$ cat config.mk
export PLATFORM = sky130hd
export DESIGN_NAME = vga_frame_reader
export DESIGN_NICKNAME = d
export VERILOG_FILES = /design/src/rtl/vga_pkg.sv /design/src/rtl/vga_pixel_fifo.sv /design/src/rtl/vga_frame_reader.sv
export SDC_FILE = /design/constraint.sdc
export NUM_CORES = 1
export LEC_CHECK = 0
export ABC_AREA = 0
export CAP_MARGIN = 0
export CORE_MARGIN = 2
export CORE_UTILIZATION = 65
export CTS_BUF_LIST = sky130_fd_sc_hd__clkbuf_2
export CTS_CLUSTER_DIAMETER = 50
export DETAILED_ROUTE_END_ITERATION = 6
export HOLD_SLACK_MARGIN = 0.06
export MAX_ROUTING_LAYER = met4
export PLACE_DENSITY = 0.94
export SETUP_SLACK_MARGIN = 0.5
export SYNTH_ARGS = -nofsm -noshare
export SYNTH_HDL_FRONTEND = slang
export SYNTH_SLANG_ARGS = --single-unit
$ cat constraint.sdc
create_clock -name sys_clk -period 5.58 [get_ports sys_clk]
set_input_delay 0.558 -clock sys_clk [delete_from_list [all_inputs] [get_ports sys_clk]]
set_output_delay 0.558 -clock sys_clk [all_outputs]
set_load 0.02 [all_outputs]
$ cat src/rtl/vga_pkg.sv
// Shared definitions for the VGA frame reader.
//   lb_word_t : line-buffer stream word {frame_start, rgb}
//   state_e   : reader FSM states
package vga_pkg;

    localparam int unsigned RGB_SIZE = 12;
    localparam int unsigned FS_BIT   = RGB_SIZE;

    // Stream word presented to the line buffer source port.
    typedef struct packed {
        logic                frame_start;
        logic [RGB_SIZE-1:0] rgb;
    } lb_word_t;

    typedef enum logic [0:0] {
        ST_IDLE = 1'b0,
        ST_RUN  = 1'b1
    } state_e;

endpackage

$ cat src/rtl/vga_pixel_fifo.sv
// Synchronous first-word-fall-through FIFO for returned pixels.
// Ports:
//   clk, rst_n      : clock, async active-low reset
//   push_i, data_i  : write strobe and word
//   pop_i           : consume head (ignored when empty)
//   data_o          : head word, valid while !empty_o
//   full_o, empty_o : occupancy flags
//   count_o         : number of stored words, 0..DEPTH
module vga_pixel_fifo #(
    parameter int unsigned WIDTH = 14,
    parameter int unsigned DEPTH = 8
) (
    input  logic                       clk,
    input  logic                       rst_n,
    input  logic                       push_i,
    input  logic [WIDTH-1:0]           data_i,
    input  logic                       pop_i,
    output logic [WIDTH-1:0]           data_o,
    output logic                       full_o,
    output logic                       empty_o,
    output logic [$clog2(DEPTH+1)-1:0] count_o
);

    localparam int unsigned PW = (DEPTH > 1) ? $clog2(DEPTH) : 1;
    localparam int unsigned CW = $clog2(DEPTH+1);

    logic [WIDTH-1:0] mem_q [DEPTH];
    logic [PW-1:0]    wr_ptr_q, rd_ptr_q;
    logic [CW-1:0]    count_q;
    logic             do_push, do_pop;

    assign empty_o = (count_q == '0);
    assign full_o  = (count_q == CW'(DEPTH));
    assign count_o = count_q;
    assign data_o  = mem_q[rd_ptr_q];

    // A full FIFO still accepts a push when the head leaves in the same cycle.
    assign do_pop  = pop_i & ~empty_o;
    assign do_push = push_i & (~full_o | do_pop);

    // Pointer and occupancy bookkeeping.
    always_ff @(posedge clk or negedge rst_n) begin
        if (!rst_n) begin
            wr_ptr_q <= '0;
            rd_ptr_q <= '0;
            count_q  <= '0;
        end else begin
            if (do_push) wr_ptr_q <= wr_ptr_q + PW'(1);
            if (do_pop)  rd_ptr_q <= rd_ptr_q + PW'(1);
            if (do_push && !do_pop)      count_q <= count_q + CW'(1);
            else if (!do_push && do_pop) count_q <= count_q - CW'(1);
        end
    end

    // Storage array; contents are don't-care until written.
    always_ff @(posedge clk) begin
        if (do_push) mem_q[wr_ptr_q] <= data_i;
    end

endmodule

$ cat src/rtl/vga_frame_reader.sv
// Framebuffer raster reader feeding the line buffer stream.
// Walks the framebuffer in raster order, issues fixed-latency reads only
// when the output FIFO has room for every outstanding word, and presents
// buffered pixels as a valid/ready stream {frame_start, rgb}.
// Ports:
//   sys_clk, sys_rst        : clock, async active-low reset
//   enable                  : stream frames while high (frame always completes)
//   fb_rd, fb_addr          : read strobe and word address
//   fb_rdata                : read data, RD_LATENCY cycles after fb_rd
//   line_buffer_data/vld/rdy: output stream
//   busy                    : running, or data in flight/buffered
//   frame_done              : pulse the cycle after the last pixel is popped
module vga_frame_reader #(
    parameter int unsigned RGB_SIZE   = 12,
    parameter int unsigned H_DISPLAY  = 640,
    parameter int unsigned V_DISPLAY  = 480,
    parameter int unsigned AW         = 19,
    parameter int unsigned RD_LATENCY = 2,
    parameter int unsigned FIFO_DEPTH = 8
) (
    input  logic                sys_clk,
    input  logic                sys_rst,
    input  logic                enable,
    output logic                fb_rd,
    output logic [AW-1:0]       fb_addr,
    input  logic [RGB_SIZE-1:0] fb_rdata,
    output logic [RGB_SIZE:0]   line_buffer_data,
    output logic                line_buffer_vld,
    input  logic                line_buffer_rdy,
    output logic                busy,
    output logic                frame_done
);

    import vga_pkg::state_e;
    import vga_pkg::ST_IDLE;
    import vga_pkg::ST_RUN;

    localparam int unsigned XW = (H_DISPLAY > 1) ? $clog2(H_DISPLAY) : 1;
    localparam int unsigned YW = (V_DISPLAY > 1) ? $clog2(V_DISPLAY) : 1;
    localparam int unsigned CW = $clog2(FIFO_DEPTH+1);
    localparam int unsigned IW = $clog2(RD_LATENCY+1);
    localparam int unsigned SW = CW + 1;
    localparam int unsigned FW = RGB_SIZE + 2;

    state_e          state_q, state_d;
    logic [XW-1:0]   x_q, x_d;
    logic [YW-1:0]   y_q, y_d;
    logic [AW-1:0]   addr_q, addr_d;
    logic [IW-1:0]   inflight_q, inflight_d;
    logic            frame_done_q;

    // Read pipeline: valid, first-pixel tag, last-pixel tag.
    logic [RD_LATENCY-1:0] pv_q, pf_q, pl_q;

    logic            issue_c, last_x_c, last_y_c, first_c;
    logic [SW-1:0]   occ_c;
    logic            fifo_push, fifo_pop, fifo_full, fifo_empty;
    logic [CW-1:0]   fifo_count;
    logic [FW-1:0]   fifo_wdata, fifo_head;

    assign last_x_c = (x_q == XW'(H_DISPLAY-1));
    assign last_y_c = (y_q == YW'(V_DISPLAY-1));
    assign first_c  = (x_q == '0) && (y_q == '0);

    // Credit: never have more words buffered or outstanding than FIFO slots.
    assign occ_c   = SW'(fifo_count) + SW'(inflight_q);
    assign issue_c = (state_q == ST_RUN) && (occ_c < SW'(FIFO_DEPTH));

    assign fb_rd   = issue_c;
    assign fb_addr = addr_q;

    // Next-state and raster counters; counters move only on issue.
    always_comb begin
        state_d = state_q;
        x_d     = x_q;
        y_d     = y_q;
        addr_d  = addr_q;
        case (state_q)
            ST_IDLE: begin
                x_d    = '0;
                y_d    = '0;
                addr_d = '0;
                if (enable) state_d = ST_RUN;
            end
            ST_RUN: begin
                if (issue_c) begin
                    if (last_x_c) begin
                        x_d = '0;
                        if (last_y_c) begin
                            y_d    = '0;
                            addr_d = '0;
                            if (!enable) state_d = ST_IDLE;
                        end else begin
                            y_d    = y_q + YW'(1);
                            addr_d = addr_q + AW'(1);
                        end
                    end else begin
                        x_d    = x_q + XW'(1);
                        addr_d = addr_q + AW'(1);
                    end
                end
            end
            default: state_d = ST_IDLE;
        endcase
    end

    // Outstanding read count: +1 on issue, -1 when data lands in the FIFO.
    always_comb begin
        inflight_d = inflight_q;
        if (issue_c && !fifo_push)      inflight_d = inflight_q + IW'(1);
        else if (!issue_c && fifo_push) inflight_d = inflight_q - IW'(1);
    end

    always_ff @(posedge sys_clk or negedge sys_rst) begin
        if (!sys_rst) begin
            state_q      <= ST_IDLE;
            x_q          <= '0;
            y_q          <= '0;
            addr_q       <= '0;
            inflight_q   <= '0;
            pv_q         <= '0;
            pf_q         <= '0;
            pl_q         <= '0;
            frame_done_q <= 1'b0;
        end else begin
            state_q      <= state_d;
            x_q          <= x_d;
            y_q          <= y_d;
            addr_q       <= addr_d;
            inflight_q   <= inflight_d;
            pv_q[0]      <= issue_c;
            pf_q[0]      <= issue_c & first_c;
            pl_q[0]      <= issue_c & last_x_c & last_y_c;
            for (int unsigned i = 1; i < RD_LATENCY; i++) begin
                pv_q[i] <= pv_q[i-1];
                pf_q[i] <= pf_q[i-1];
                pl_q[i] <= pl_q[i-1];
            end
            frame_done_q <= fifo_pop & fifo_head[FW-1];
        end
    end

    // Pipeline output lines up with fb_rdata.
    assign fifo_push  = pv_q[RD_LATENCY-1];
    assign fifo_wdata = {pl_q[RD_LATENCY-1], pf_q[RD_LATENCY-1], fb_rdata};
    assign fifo_pop   = line_buffer_vld & line_buffer_rdy;

    vga_pixel_fifo #(
        .WIDTH (FW),
        .DEPTH (FIFO_DEPTH)
    ) u_fifo (
        .clk     (sys_clk),
        .rst_n   (sys_rst),
        .push_i  (fifo_push),
        .data_i  (fifo_wdata),
        .pop_i   (fifo_pop),
        .data_o  (fifo_head),
        .full_o  (fifo_full),
        .empty_o (fifo_empty),
        .count_o (fifo_count)
    );

    assign line_buffer_vld  = ~fifo_empty;
    assign line_buffer_data = fifo_head[RGB_SIZE:0];
    assign busy             = (state_q == ST_RUN) | (inflight_q != '0) | ~fifo_empty;
    assign frame_done       = frame_done_q;

endmodule

# Word level (Yosys, flattened, before mapping)
# Memories as Yosys holds them, arrays and structs flattened.
# Cells that the tools add are included.
# word_totals
mem_count	1
ramBits	112
wordCells	81
register_bits	58
out_inout_bits	36
inputBits	16
# mem_list
memory	depth	width	rd	rd_clocked_by_memory_dff	wr	line_no	source
u_fifo.mem_q	8	14	1	0	1	vga_pixel_fifo.sv:27	logic [WIDTH-1:0] mem_q [DEPTH];
# op_classes
order_cmp	1
eq_ne	5
bitwise_logic	13
add_sub_neg	10
mux	22
n_reduce_logical	17
# ops
op	count
2-to-1 mux 19 bit	3
case mux 19 bit (2 select lines)	1
2-to-1 mux 9 bit	3
2-to-1 mux 10 bit	2
case mux 10 bit (2 select lines)	1
adder 19 x 1 -> 19 bit, second input constant	1
case mux 9 bit (2 select lines)	1
adder 10 x 1 -> 10 bit, second input constant	1
== test 10 bit, second input constant	1
logical NOT 10 bit	1
adder 9 x 1 -> 9 bit, second input constant	1
== test 9 bit, second input constant	1
logical NOT 9 bit	1
2-to-1 mux 4 bit	2
bitwise AND 1 bit	7
adder 3 x 1 -> 3 bit, second input constant	2
logical AND 1 bit	6
2-to-1 mux 1 bit	6
nonzero test 2 bit	3
adder 4 x 2 -> 5 bit	1
less-than comparator 5 x 4 -> 1 bit, second input constant	1
adder 4 x 1 -> 4 bit, second input constant	1
== test 4 bit, second input constant	1
logical NOT 1 bit	4
other kinds (10)	16

# Depth between registers and ports, before layout
# depth
word_depth	10
mapped_depth	11
mapped_depth_nobuf	11

# Modules after synthesis
# A second synthesis with hierarchy kept.
# hier_totals
hier_cells	503
hier_area_um2	7517.2
# by_module_without_submodules
mod	cells_each	seq_area_each_um2	instances	area_per_inst_um2
vga_pixel_fifo	225	3613.5	1	4857.2
vga_frame_reader	278	1201.2	1	2660.1

# Least setup slack after synthesis
# OpenSTA, ideal clock, no wires.
# synth_path
path_kind	reg-to-reg
startpoint	register u_fifo.count_q[1] (netlist: u_fifo.count_o[1])
endpoint	register u_fifo.count_q[3] (netlist: u_fifo.count_o[3])
t_arrival_ns	2.408
setup_ns	0.122
path_stages_with_launch	12
period_less_slack_ns	2.531
path_slack_ns	3.049
required_time_ns	5.458
cell_sequence	dfrtp_1 -> or3_1 -> nand2b_1 -> nand2_1 -> ha_1 -> inv_1 -> ha_1 -> a21o_1 -> a21oi_1 -> xnor2_1 -> nor2_1 -> xnor2_1
# synth_via
elab_chain_cells	9
word_cells_on_any_way	17
# synth_rtl
item	line_no	source
from (decl)	vga_pixel_fifo.sv:29	logic [CW-1:0] count_q;
from (signal assigned)	vga_pixel_fifo.sv:50	if (do_push && !do_pop) count_q <= count_q + CW'(1);
from (signal assigned)	vga_pixel_fifo.sv:51	else if (!do_push && do_pop) count_q <= count_q - CW'(1);
logical NOT 4 bit *	vga_pixel_fifo.sv:32	assign empty_o = (count_q == '0);
inverter 1 bit *	vga_frame_reader.sv:163	assign line_buffer_vld = ~fifo_empty;
net line_buffer_vld	vga_frame_reader.sv:28	output logic line_buffer_vld,
bitwise AND 1 bit	vga_frame_reader.sv:146	assign fifo_pop = line_buffer_vld & line_buffer_rdy;
bitwise AND 1 bit *	vga_pixel_fifo.sv:38	assign do_pop = pop_i & ~empty_o;
OR 1 bit	vga_pixel_fifo.sv:39	assign do_push = push_i & (~full_o | do_pop);
bitwise AND 1 bit	vga_pixel_fifo.sv:39	
logical NOT 1 bit	vga_pixel_fifo.sv:51	
logical AND 1 bit	vga_pixel_fifo.sv:51	
nonzero test 2 bit (no source line)	--	
# Mark *: on every way through the listed nets, which the timed path passes. The rest lies on a longest branch. The select of a mux whose other input is x is not followed.
# A chain may end at the register's enable or synchronous reset.

# Worst setup path in the final report
# layout_path
startpoint	register u_fifo.count_q[1] (netlist: u_fifo.count_o[1])
endpoint	output port fb_rd
# layout_via
elab_chain_cells	3
# layout_rtl
item	line_no	source
adder 4 x 2 -> 5 bit	vga_frame_reader.sv:66	assign occ_c = SW'(fifo_count) + SW'(inflight_q);
less-than comparator 5 x 4 -> 1 bit	vga_frame_reader.sv:67	assign issue_c = (state_q == ST_RUN) && (occ_c < SW'(FIFO_DEPTH));
logical AND 1 bit	vga_frame_reader.sv:67	
to (decl)	vga_frame_reader.sv:24	output logic fb_rd,
# No other way between the ends.

==> summary by stage <==
Run status
The run finished with clean final reports.

Worst setup path
At the worst endpoint, the required time is 5.02 ns. On the worst path, the slowest cell contributes a delay of 0.67 ns. The number of buffers and inverters on the critical path is 2.

In this run the number of cells on the critical path is 6. The critical path in this run is classified as reg -> out. The logic depth of the worst register-to-register path is 5. Of all nets on the critical path, the largest fanout is 22. STA puts the critical path data arrival time at 3.26 ns. The worst register-to-register path begins at state_q.

The worst setup path is launched from a register. Walking the worst path, the cells encountered are ha_1 -> a21oi_1 -> and2_1 -> nand2_1 -> inv_1 -> clkdlybuf4s50_1. The largest individual stage delay along the critical path comes from the cell sky130_fd_sc_hd__and2_1.

The family of cells with the greatest summed delay on the critical path is simple AND/OR/NAND/NOR gates. The endpoint of the lowest-slack register-to-register path is x_q[9]. The category of the worst setup path capture point is a primary output. The worst-case register-to-register setup slack is 2.64 ns.

Die
The die extent in y is 111 um. The die covers 0.0122 sq mm. Once the floorplan was initialized, standard cells occupied 67.3% of the core. The floorplan step defined a core boundary enclosing 0.0110 sq mm.

The overall die width is 111 um. The number of cell rows is 38. The count of boundary I/O pins is 52.

STA
For the pin with the worst max-slew slack, the measured transition is 1.11 ns. Dividing the final minimum period by the clock period gives 68.5%. The minimum period implied by the final worst setup slack is 3.82 ns. The worst pin sits at a relative slew slack of 26.1%.

The fmax is 262 MHz. The worst setup skew after layout is 0.0218 ns. Setup repair after global routing left no endpoint under its margin.

The total count of max-transition violations in the final report is 0. The total negative setup slack is 0 ns. Setup violations remaining at the end of the flow were counted as 0. The final hold violation count is 0.

Synthesis
The post-synthesis register bit count is 170. In the synthesized netlist, the number of instances is 510. The average instance in the mapped netlist occupies 14.5 sq um. After synthesis, the cell types taking the most area are sky130_fd_sc_hd__edfxtp_1 (45%), sky130_fd_sc_hd__dfrtp_1 (20%), sky130_fd_sc_hd__mux4_2 (8.5%). For this run, asynchronously set or reset flops after synthesis account for 34.1%. The synthesized net count is 539. The synthesized area is 0.00739 sq mm. The portion of the post-synthesis area used by sequential elements is 65.1%. The synthesized design contains 112 enable-type register cells.

The number of library cell types mapped by synthesis is 54. The cell type contributing the most total cell area after synthesis is sky130_fd_sc_hd__edfxtp_1. The primary flip-flop cell chosen by synthesis mapping is sky130_fd_sc_hd__edfxtp_1. The synthesized design devotes to its leading area cell type 45.5% of total area. For this run, the number of Yosys warnings is 0.

Clock tree
Gates resized during post-CTS repair numbered 0. The clock tree from TritonCTS is done. The number of H-tree levels is 4. The cell sitting at the root of the clock tree is a sky130_fd_sc_hd__clkbuf_2. The maximum root-to-sink buffer count is 2. The count of clock tree sinks is 170. After clock tree synthesis, the clock-pin slew on the worst setup and hold paths is 0.22 ns. The number of setup buffers added after CTS is 0. TritonCTS created 17 clock buffers. The latest clock arrival within the worst-skew pair is 0.70 ns.

Final layout
At the end of the flow, the number of nets in the layout was 598. The count of placed standard cells in the final layout, fillers left out is 723. Leaving out fill and tap cells, the most frequent cell in the layout is sky130_fd_sc_hd__edfxtp_1.

The layout has 681 filler cells. Across the whole layout, storage elements account for 0.00482 sq mm. Leaving out fill and tap cells, the most frequent cells in the layout are sky130_fd_sc_hd__edfxtp_1 (112), sky130_fd_sc_hd__dfrtp_1 (57), sky130_fd_sc_hd__clkdlybuf4s50_1 (50). The area added between synthesis and finish is 11.8%. The multi-input gate area in the final layout is 0.00243 sq mm. In the final layout, the share of cells above drive strength 1 is 16.7%.

Pwr
The fraction of power spent switching nets is 36.2%. The clock network accounts for 14.2% of the total power. The fraction of power consumed by combinational cells is 37.1%. Summed over all cells, the static leakage comes to 2.94 nW.

The power share of the sequential group is 48.7%. The overall power of the completed layout is 3.81 mW. The worst-case IR drop observed on VDD is 284 uV.

In this run the power density over the cells is 461 mW/mm^2. The switching component of the power is 1.38 mW. The internal portion of the total power is 2.43 mW.

Global routing
Entering global routing, the biggest net connects 59 pins. The total overflow left after global routing is 0. The global-route wire length before repair is 24.1 mm. Global routing consumed, over all layers together, 26.3% of the routing resources. The number of global-route vias before repair is 4691. The initial antenna violation count came to 1.

Placed design
Input and output buffers added on the ports amount to 51. The final weighted congestion of routability-driven global placement is 0.918. The wire-length estimate of the detail-placed layout is 9.66 mm. After detailed placement, the design holds a cell count of 689.

Routing
The violation count after the first detailed-route iteration is 318. The detailed-route wire length is 14.6 mm. The detailed router placed 4545 vias in this run. The count of nets left with antenna violations after detail routing is 0. In the routed design, unresolved DRC markers number 0.

Dividing the detail-routed wire length by the instance count gives 20.2 um. The first TritonRoute pass finished after 5 iterations. After detailed routing, the number of vias per cell comes to 6.29.

Run
Max-cap violations in this run came to 0.

Min path
The startpoint of the lowest-slack hold path is pl_q[0]. The worst hold path depth is 0. The end point of the most critical hold path is pl_q[1].

The tightest min-delay check is of the reg -> reg type.
metrics by stage:
stage | utilization [%] | setup WS, ns | instance area [sq um] | hold slack, ns
after global routing | 75.3 | 1.46 | 8270 | 0.346
after floorplan | - | 3.05 | 7390 | 0.262
after CTS | 75.3 | 1.68 | 8270 | 0.350
after global placement | 73.4 | 2.56 | 8070 | 0.334
final | 75.3 | 1.76 | 8270 | 0.377
after detailed placement | 73.4 | 2.48 | 8070 | 0.335
repair_timing:
action / in CTS / in global routing
hold buffers: 1 / 0
hold endpoints to repair: 58 / 0
endpoints found under the setup margin: 0 / 0
final cells by class:
class / count / area share, %
diodes: 1 / 0.0303
clock buffers: 19 / 1.15
clock inverters: 13 / 1.15
inverters: 18 / 0.817
multi-input cells: 300 / 29.3
flip-flops and latches: 170 / 58.2
well taps: 140 / 2.12
repair buffers: 62 / 7.14
how the worst max path moves through the flow:
stage	from	endpoint
2_1_floorplan	u_fifo.count_o[1]	u_fifo.count_o[3]
3_3_place_gp	u_fifo.rd_ptr_q[0]	line_buffer_data[8]
3_5_place_dp	u_fifo.rd_ptr_q[0]	line_buffer_data[1]
4_1_cts	u_fifo.rd_ptr_q[0]	line_buffer_data[1]
5_1_grt	u_fifo.count_o[1]	fb_rd
6_report	u_fifo.count_o[1]	fb_rd
cells in the mapped netlist, types with 2 or more instances:
cell	number
sky130_fd_sc_hd__a211oi_1	2
sky130_fd_sc_hd__a21o_1	2
sky130_fd_sc_hd__a21oi_1	16
sky130_fd_sc_hd__a22oi_1	2
sky130_fd_sc_hd__a31oi_1	4
sky130_fd_sc_hd__and2_1	5
sky130_fd_sc_hd__and4_1	6
sky130_fd_sc_hd__buf_1	2
sky130_fd_sc_hd__buf_2	7
sky130_fd_sc_hd__clkbuf_1	12
sky130_fd_sc_hd__dfrtp_1	58
sky130_fd_sc_hd__edfxtp_1	112
sky130_fd_sc_hd__ha_1	12
sky130_fd_sc_hd__inv_1	18
sky130_fd_sc_hd__mux2_2	16
sky130_fd_sc_hd__mux2i_1	2
sky130_fd_sc_hd__mux4_2	28
sky130_fd_sc_hd__nand2_1	32
sky130_fd_sc_hd__nand2b_1	4
sky130_fd_sc_hd__nand3_1	25
sky130_fd_sc_hd__nand4_1	11
sky130_fd_sc_hd__nor2_1	33
sky130_fd_sc_hd__nor2b_1	4
sky130_fd_sc_hd__nor3_1	14
sky130_fd_sc_hd__nor3b_1	2
sky130_fd_sc_hd__nor4_1	3
sky130_fd_sc_hd__o21ai_0	22
sky130_fd_sc_hd__o31ai_1	2
sky130_fd_sc_hd__or3_1	8
sky130_fd_sc_hd__or4_1	2
sky130_fd_sc_hd__xnor2_1	14
sky130_fd_sc_hd__xor2_1	8
worst reg2reg max path, cell delays in order, from the launching register on:
cell and delay (ns):
sky130_fd_sc_hd__dfrtp_1 0.83, sky130_fd_sc_hd__inv_1 0.54, sky130_fd_sc_hd__a21oi_1 1.00, sky130_fd_sc_hd__nor3_1 0.20
sky130_fd_sc_hd__xnor2_1 0.21, sky130_fd_sc_hd__nor2_1 0.06
logic make-up (layout without fill, tap and decap cells):
| logic type | Yosys count | after routing | share of synthesized area (%) |
|---|---|---|---|
| multiplexers | 46 | 46 | 11.2 |
| AO/OA/AOI/OAI | 62 | 62 | 5.20 |
| AND/OR/NAND/NOR | 157 | 157 | 11.3 |
| adder cells (fa/ha/maj) | 13 | 13 | 2.30 |
| buffers and inverters | 40 | 112 | 2.20 |
| other | 0 | 1 | 0 |
| XOR/XNOR | 22 | 22 | 2.61 |
| flip-flops | 170 | 170 | 65.1 |
power groups by stage:
stage               clock (mW)  combinational, mW  sequential, mW
floorplan                    0               1.03            1.76
global placement             0               1.35            1.86
detailed placement           0               1.42            1.89
CTS                      0.551               1.43            1.86
global route             0.611               1.53            1.89
finish                   0.541               1.42            1.86
registers in the layout, summed over array words and instances (netlist names):
name	flops
pf_q	2
frame_done	1
pv_q	2
fb_addr	19
u_fifo.rd_ptr_q	3
u_fifo.mem_q	112
y_q	9
u_fifo.wr_ptr_q	3
u_fifo.count_o	4
state_q	1
inflight_q	2
pl_q	2
x_q	10
layer usage:
layer  part of all wire (%)  track usage, %  vias up
met5                      0               -        -
met4                    1.8            9.75        0
met3                    6.5            6.23       27
met2                     52            42.1      206
met1                     40            33.5     2257
li1                       -               -     2055
Power figures use the tool's default switching activity.
